[src/rtl/stopwatch_display.sv]
// stopwatch_display: binary centisecond count to BCD via serial double-dabble, shown on a muxed active-low 7-seg as SS.hh
//    clk    in   system clock, rising edge
//    rst    in   synchronous active-high reset
//    count  in   14-bit binary centiseconds
//    hold   in   freeze; blocks the IDLE sample while high
//    seg    out  active-low segments {g,f,e,d,c,b,a}
//    an     out  active-low digit enables, bit 0 = least significant digit
//    dp     out  active-low decimal point, lit on digit 2
//    bcd    out  displayed digits {d3,d2,d1,d0}
//    ovf    out  last converted sample exceeded 9999
//    busy   out  conversion in progress
module stopwatch_display #(
   parameter int REFRESH_DIV = 1,
   parameter bit BLANK_LZ = 1
) (
   input  logic        clk,
   input  logic        rst,
   input  logic [13:0] count,
   input  logic        hold,
   output logic [6:0]  seg,
   output logic [3:0]  an,
   output logic        dp,
   output logic [15:0] bcd,
   output logic        ovf,
   output logic        busy
);
   typedef enum logic [1:0] {IDLE, SHIFT, UPDATE} state_t;
   state_t      state_q, state_d;
   logic [13:0] bin_q, bin_d;
   logic [15:0] scr_q, scr_d, adj;
   logic [3:0]  it_q, it_d;
   logic        flag_q, flag_d;
   logic [15:0] bcd_q, bcd_d;
   logic        ovf_q, ovf_d;
   logic [15:0] ref_q, ref_d;
   logic [1:0]  d_q, d_d;
   logic [3:0]  nib;
   logic [6:0]  glyph;
   logic        wrap;
   for (genvar n = 0; n < 4; n++) begin : g_adj
      assign adj[4*n +: 4] = (scr_q[4*n +: 4] >= 4'd5) ? scr_q[4*n +: 4] + 4'd3 : scr_q[4*n +: 4];
   end
   always_comb begin
      state_d = state_q;
      bin_d = bin_q;
      scr_d = scr_q;
      it_d = it_q;
      flag_d = flag_q;
      bcd_d = bcd_q;
      ovf_d = ovf_q;
      case (state_q)
         IDLE: if (!hold) begin
            // clamping up front keeps the result within four BCD nibbles
            bin_d = (count > 14'd9999) ? 14'd9999 : count;
            flag_d = count > 14'd9999;
            scr_d = '0;
            it_d = '0;
            state_d = SHIFT;
         end
         SHIFT: begin
            scr_d = {adj[14:0], bin_q[13]};
            bin_d = {bin_q[12:0], 1'b0};
            it_d = it_q + 4'd1;
            state_d = (it_q == 4'd13) ? UPDATE : SHIFT;
         end
         UPDATE: begin
            bcd_d = scr_q;
            ovf_d = flag_q;
            state_d = IDLE;
         end
         default: state_d = IDLE;
      endcase
   end
   assign wrap = ref_q == 16'(REFRESH_DIV - 1);
   assign ref_d = wrap ? 16'd0 : ref_q + 16'd1;
   assign d_d = wrap ? d_q + 2'd1 : d_q;
   always_ff @(posedge clk) begin
      if (rst) begin
         state_q <= IDLE;
         bin_q <= '0;
         scr_q <= '0;
         it_q <= '0;
         flag_q <= 1'b0;
         bcd_q <= '0;
         ovf_q <= 1'b0;
         ref_q <= '0;
         d_q <= '0;
      end else begin
         state_q <= state_d;
         bin_q <= bin_d;
         scr_q <= scr_d;
         it_q <= it_d;
         flag_q <= flag_d;
         bcd_q <= bcd_d;
         ovf_q <= ovf_d;
         ref_q <= ref_d;
         d_q <= d_d;
      end
   end
   assign nib = bcd_q[{d_q, 2'b00} +: 4];
   always_comb begin
      glyph = 7'b0111111;
      case (nib)
         4'd0: glyph = 7'b1000000;
         4'd1: glyph = 7'b1111001;
         4'd2: glyph = 7'b0100100;
         4'd3: glyph = 7'b0110000;
         4'd4: glyph = 7'b0011001;
         4'd5: glyph = 7'b0010010;
         4'd6: glyph = 7'b0000010;
         4'd7: glyph = 7'b1111000;
         4'd8: glyph = 7'b0000000;
         4'd9: glyph = 7'b0010000;
         default: glyph = 7'b0111111;
      endcase
   end
   assign seg = (BLANK_LZ && d_q == 2'd3 && nib == 4'd0) ? 7'b1111111 : glyph;
   assign an = ~(4'b0001 << d_q);
   assign dp = d_q != 2'd2;
   assign bcd = bcd_q;
   assign ovf = ovf_q;
   assign busy = state_q != IDLE;
endmodule
[config.mk]
export PLATFORM = sky130hd
export DESIGN_NAME = stopwatch_display
export DESIGN_NICKNAME = d
export VERILOG_FILES = /design/src/rtl/stopwatch_display.sv
export SDC_FILE = /design/constraint.sdc
export NUM_CORES = 1
export LEC_CHECK = 0
export CAP_MARGIN = 20
export CELL_PAD_IN_SITES_DETAIL_PLACEMENT = 1
export CELL_PAD_IN_SITES_GLOBAL_PLACEMENT = 2
export CORE_ASPECT_RATIO = 1.75
export CORE_MARGIN = 3
export CORE_UTILIZATION = 33
export CTS_CLUSTER_DIAMETER = 100
export DETAILED_ROUTE_END_ITERATION = 10
export PLACE_DENSITY = 0.92
export SLEW_MARGIN = 15
export SYNTH_ARGS = -nofsm -noshare
export SYNTH_HDL_FRONTEND = slang
export SYNTH_SLANG_ARGS = --single-unit
[constraint.sdc]
create_clock -name clk -period 2.4 [get_ports clk]
set_input_delay 0.24 -clock clk [delete_from_list [all_inputs] [get_ports clk]]
set_output_delay 0.24 -clock clk [all_outputs]
set_load 0.005 [all_outputs]
==> run_results.csv, run 1 <==
group,metric,value,unit
timing,slew_headroom,57.8,%
cts,htreeDepth,3,
hold_path,min_from,"rst",
floorplanning,io_pins,47,
grt,grtUsageTotal,16.9,%
run,drv_cap,0,
layout,final_area,4630,um2
grt,met1_usage,16.7,%
cts,cts-buffers-inserted,9,
routing,wl,9700,um
critical_path,crit_arrival,2150,ps
timing,hold_viol_final,0,
routing,drc_errors,0,
place,globalplace.congestion,0.907,
layout,final_common_cell,"dfxtp_1",
synth,synth_compound_area_share,15.6,%
synth,yosysSeqAreaShare,40.4,%
timing,rsz0062_at_grt,"yes",
synth,yosys.area_share.simple,21.0,%
layout,drive_above_1_share,12.4,%
floorplanning,die_area,12200,um2
cts,numClockSinks,72,
synth,synth_fa_ha_area_share,7.36,%
timing,fmax,418,MHz
critical_path,endpoint_kind,"primary output",
critical_path,start_kind,"flop",
synth,yosysWarnings,0,
grt,grt_max_degree,29,
synth,synth-xor-area-share,5.40,%
timing,setup_ws,7.91,ps
floorplanning,die_h,144,um
critical_path,required,2160,ps
critical_path,r2r_start,"ref_q[0]$_SDFF_PP0_",
grt,grt_antenna_before_repair,0,
critical_path,startpoint,"d_q[0]$_SDFFE_PP0P_",
timing,skew,5.85,ps
grt,grt_busiest_layer,"met2",
place,hpwl,7300,um
synth,synth_edf_count,0,
cts,cts_buffer_depth,2,
layout,area_growth,29.7,%
synth,synth_seq_cells,72,
cts,root_buffer,"clkbuf_16",
routing,first_pass_iters,5,
synth,synth_area,3570,um2
timing,worstMarginPinSlew,631,ps
timing,finalSetupViolCount,0,
routing,ant_nets,0,
routing,num_vias,3216,
synth,synth_async_sr_flop_share,0,%
routing,viasPerCell,5.20,
grt,grt_first_pass_wirelength,16300,um
timing,final_max_slew_viol_count,0,
grt,use_met2,33.0,%
grt,use_met3,3.61,%
timing,holdWs,412,ps
layout,most-common-layout-cells,"dfxtp_1, nand2_1, a21oi_1, clkdlybuf4s50_1, nor2_1",
layout,antenna_cells,0,
grt,gr-total-overflow,0,
cts,worstSkewPairLatency,330,ps
floorplanning,fp.coreArea,10400,um2
floorplanning,die_w,84.6,um
cts,cts_tree,"built",
synth,syn-num-nets,467,
routing,wl_per_cell,15.7,um
pwr,cellPowerDensity,629,nW/um2
layout,nFillCells,1253,
place,pre_cts_slack,-203,ps
timing,period_share,99.7,%
layout,nets,525,
synth,syn_avg_cell_area,8.32,um2
grt,grt_pass1_vias,3437,
synth,synthCells,429,
cts,path_clk_slew,50,ps
pwr,leakagePower,0.00165,uW
routing,drtIter0Drc,151,
pwr,ir_worst_vdd,357,uV
synth,synth.distinct_cells,41,
critical_path,cp_max_fo,3,
synth,muxShareOfSynthArea,5.01,%
timing,timing.final.crit_period,2390,ps
place,io_buffers,46,
outcome,status,"finished clean",
floorplanning,initial_core_util,34.2,%
hold_path,hold_path.class,"in2reg",
synth,ys.flop_type,"dfxtp_1",
place,dpl_cell_area,4220,um2
floorplanning,num_rows,49,
critical_path,crit_type,"reg2out",
synth,synth_top_family_by_area,"simple AND/OR/NAND/NOR gates",
-- power breakdown --
part	switching [uW]	internal [uW]
clock network	472	958
logic	123	111
registers	22.3	1220
-- final cells by class --
type | count | area [um2] | share of cell area [%]
clock buffers | 12 | 256 | 5.54
clock inverters | 3 | 65.1 | 1.41
inverters | 24 | 95.1 | 2.05
multi-input cells | 312 | 1990 | 43.1
flip-flops and latches | 72 | 1450 | 31.2
well taps | 127 | 159 | 3.43
repair buffers | 68 | 613 | 13.2
-- metal layers --
| metal | wire [um] | vias to the layer above |
|---|---|---|
| li1 | - | 1604 |
| met1 | 3610 | 1518 |
| met2 | 5470 | 75 |
| met3 | 361 | 19 |
| met4 | 256 | 0 |
| met5 | 0 | - |
-- synthesized netlist by cell type (3+ instances only) --
| cell type | count | share of area [%] |
|---|---|---|
| mux2i_1 | 7 | 2.0 |
| nand2b_1 | 7 | 1.2 |
| clkbuf_1 | 15 | 1.6 |
| o31ai_1 | 3 | 0.63 |
| a22oi_1 | 3 | 0.63 |
| nor4_1 | 8 | 1.4 |
| nand4_1 | 5 | 0.88 |
| xnor2_1 | 17 | 4.2 |
| o21ai_0 | 15 | 2.1 |
| buf_2 | 4 | 0.56 |
| nand3_1 | 19 | 2.7 |
| a31oi_1 | 8 | 1.4 |
| ha_1 | 21 | 7.4 |
| xor2_1 | 5 | 1.2 |
| nor2b_1 | 3 | 0.53 |
| nor3_1 | 11 | 1.5 |
| nand2_1 | 62 | 6.5 |
| or3_1 | 4 | 0.70 |
| a221oi_1 | 3 | 0.74 |
| a211oi_1 | 5 | 1.1 |
| inv_1 | 24 | 2.5 |
| a22o_1 | 8 | 2.0 |
| dfxtp_1 | 72 | 40 |
| a21oi_1 | 45 | 6.3 |
| nor2_1 | 36 | 3.8 |
-- timing repair --
action                     CTS  global route
hold endpoints to repair     0             0
pin swaps                    2             4
setup buffers                2             2
gates resized for setup     27            14
setup endpoints to repair    7             7
hold buffers                 0             0
-- path summary, 6_finish.rpt --
kind	endpoint	slack (ps)	depth (start not counted)
setup / recovery	seg[3]	8	9
setup reg to reg	ref_q[2]$_SDFF_PP0_	500	6
hold / removal	d_q[1]$_SDFFE_PP0P_	410	3
hold reg to reg	ovf$_SDFFE_PP0N_	460	2
-- registers in the layout (all words and copies together) (netlist names) --
name	cells
ref_q	16
scr_q	16
bcd	16
d_q	2
flag_q	1
ovf	1
state_q	2
bin_q	14
it_q	4
-- critical path, stage by stage, from the launching register on --
cell and delay (ps):
dfxtp_4 370, mux4_2 560, buf_6 150, ha_2 170, a21oi_2 100, nor2_1 60, nor2_2 120, buf_4 130
a21oi_2 40, buf_2 130
-- cells by family (layout without fill, tap and decap cells) --
logic type	Yosys count	count (layout)
AND/OR/NAND/NOR	164	164
AO/OA/AOI/OAI	93	93
flip-flops	72	72
buffers and inverters	45	107
XOR/XNOR	22	22
adder cells (fa/ha/maj)	21	21
multiplexers	12	12
-- per-stage QoR --
step | util, % | power, uW | TNS, ps | cells
2_1_floorplan | - | 1390 | 0 | 429
3_3_place_gp | 40.5 | 1500 | -51.3 | 599
3_5_place_dp | 40.5 | 1500 | -415 | 599
4_1_cts | 43.8 | 2940 | -38.7 | 616
5_1_grt | 44.4 | 3030 | -445 | 618
6_report | 44.4 | 2910 | 0 | 618
Power figures use the tool's default switching activity.
==> run 2: changes to the inputs <==
--- a/config.mk
+++ b/config.mk
@@ -13,7 +13,7 @@
 export CORE_UTILIZATION = 33
 export CTS_CLUSTER_DIAMETER = 100
 export DETAILED_ROUTE_END_ITERATION = 10
-export PLACE_DENSITY = 0.92
+export PLACE_DENSITY_LB_ADDON = 0.1
 export SLEW_MARGIN = 15
 export SYNTH_ARGS = -nofsm -noshare
 export SYNTH_HDL_FRONTEND = slang
==> run 2 against run 1 <==
- critical path depth shrank 3
- clock power rose by 8%
- via count is 0.28% higher
- design area up 0.22%
- non-clock buffer count rose by 3
- global-route usage is 0.093 points higher
- final cell count rose by 0.65%
- sequential share of layout area shrank 0.067 points
- combinational power about the same
- sequential power about the same
- clock-buffer cell count decreased by 1
- register-to-register slack better by 70 ps
- critical path type unchanged
- highest routed layer unchanged
==> run_results.csv, run 2 (same netlist as run 1, synthesis figures left out) <==
group,metric,value,unit
outcome,status,"finished clean",
pwr,swShare,21.6,%
hold_path,hold_path.class,"in2reg",
timing,skew,7.01,ps
grt,grt_first_pass_wirelength,16500,um
timing,finalSetupViolCount,0,
floorplanning,die_h,144,um
critical_path,cp_cell_sequence,"buf_6, mux4_2, or3b_4, a21oi_2, a31oi_1, buf_2",
critical_path,crit_arrival,2110,ps
place,pre_cts_slack,-54.4,ps
place,globalplace.congestion,0.795,
routing,wl,9810,um
routing,viasPerCell,5.18,
run,drv_cap,0,
critical_path,endpoint_kind,"primary output",
pwr,leakagePower,0.00167,uW
place,io_buffers,46,
cts,cts_tree,"built",
pwr,cellPowerDensity,653,nW/um2
layout,area_growth,29.9,%
grt,grtUsageTotal,17.0,%
routing,num_vias,3225,
place,dp_cells,605,
floorplanning,fp.coreArea,10400,um2
pwr,switchingPower,653,uW
layout,antenna_cells,0,
timing,worstMarginPinSlew,630,ps
routing,first_pass_iters,4,
place,dpl_cell_area,4270,um2
timing,timing.final.crit_period,2350,ps
critical_path,critPathBufInv,2,
pwr,pwr-share-clk,51.3,%
timing,final_max_slew_viol_count,0,
grt,grt_antenna_before_repair,0,
timing,fmax,425,MHz
layout,most-common-layout-cells,"dfxtp_1, nand2_1, a21oi_1, clkdlybuf4s50_1, nor2_1",
routing,wl_per_cell,15.8,um
timing,holdWs,290,ps
grt,grt_max_degree,20,
floorplanning,initial_core_util,34.2,%
timing,setup_ws,46.9,ps
floorplanning,die_w,84.6,um
cts,numClockSinks,72,
critical_path,max_stage_delay,530,ps
layout,final_area,4640,um2
floorplanning,die_area,12200,um2
timing,slew_headroom,57.9,%
pwr,p_comb_share,7.7,%
floorplanning,num_rows,49,
layout,post-route-util,44.5,%
critical_path,start_kind,"flop",
cts,cts_buffer_depth,2,
layout,finalNonFillerCells,622,
layout,nets,528,
cts,worstSkewPairLatency,340,ps
critical_path,crit_path_top_delay_cell,"mux4_2",
critical_path,crit_type,"reg2out",
timing,rsz0062_at_grt,"yes",
place,hpwl,7510,um
routing,drtIter0Drc,88,
routing,ant_nets,0,
layout,final_common_cell,"dfxtp_1",
cts,root_buffer,"clkbuf_16",
cts,htreeDepth,3,
layout,drive_above_1_share,12.9,%
cts,cts_hold_buffers,0,
critical_path,cp_max_fo,7,
pwr,ir_worst_vdd,384,uV
floorplanning,io_pins,47,
timing,period_share,98.0,%
pwr,intPower,2370,uW
critical_path,required,2160,ps
pwr,seqPwrFrac,41.1,%
critical_path,rrSetupSlack,570,ps
routing,drc_errors,0,
grt,gr-total-overflow,0,
critical_path,crit_family,"multiplexers",
timing,hold_viol_final,0,
cts,cts-buffers-inserted,9,
cts,path_clk_slew,60,ps
grt,grt_pass1_vias,3403,
[run 2: through the flow]
step                setup TNS, ps  power (uW)
finish                          0        3030
global route                 -184        3150
CTS                          -298        3070
detailed placement           -137        1510
global placement            -34.4        1500
floorplan                       0        1390
[run 2: layout make-up]
type,count,area [um2]
Fill cell,1274,5780
Multi-Input combinational cell,312,1970
Sequential cell,72,1450
Timing Repair Buffer,71,624
Clock buffer,11,243
Tap cell,127,159
Clock inverter,5,104
Inverter,24,90.1
[run 2: final timing paths]
path / start / endpoint / cells past startpoint
worst max-delay path: d_q[0]$_SDFFE_PP0P_ / seg[4] / 6
worst min-delay path: rst / state_q[0]$_SDFFE_PP0P_ / 2
worst max register to register: ref_q[0]$_SDFF_PP0_ / ref_q[12]$_SDFF_PP0_ / 7
worst min register to register: bin_q[13]$_SDFFE_PP0P_ / scr_q[0]$_SDFFE_PP0P_ / 2
[run 2: power by group through the flow]
stage	clock, uW	sequential [uW]	combinational (uW)
global placement	0	1270	232
CTS	1590	1240	236
floorplan	0	1270	128
global route	1640	1250	260
detailed placement	0	1270	238
finish	1550	1240	232
[run 2: what timing repair did]
action	4_1_cts	5_1_grt
endpoints found under the setup margin	7	7
gates cloned	0	0
buffers inserted	1	2
endpoints found under the hold margin	0	0
pin swaps	5	9
resized for setup	23	18
[run 2: worst reg2reg max path: cells and delay by family, from the launching register on]
family / cells / cell delay, ps
DFF: 1 / 340
and+or+nand+nor: 4 / 920
adders and majority gates: 1 / 140
buffers and inverters: 2 / 300
[run 2: metal layers]
| layer | wire length (um) | track usage, % |
|---|---|---|
| met5 | 0 | 0 |
| met1 | 3760 | 16.9 |
| met3 | 275 | 3.33 |
| met4 | 194 | 7.01 |
| met2 | 5580 | 33.5 |
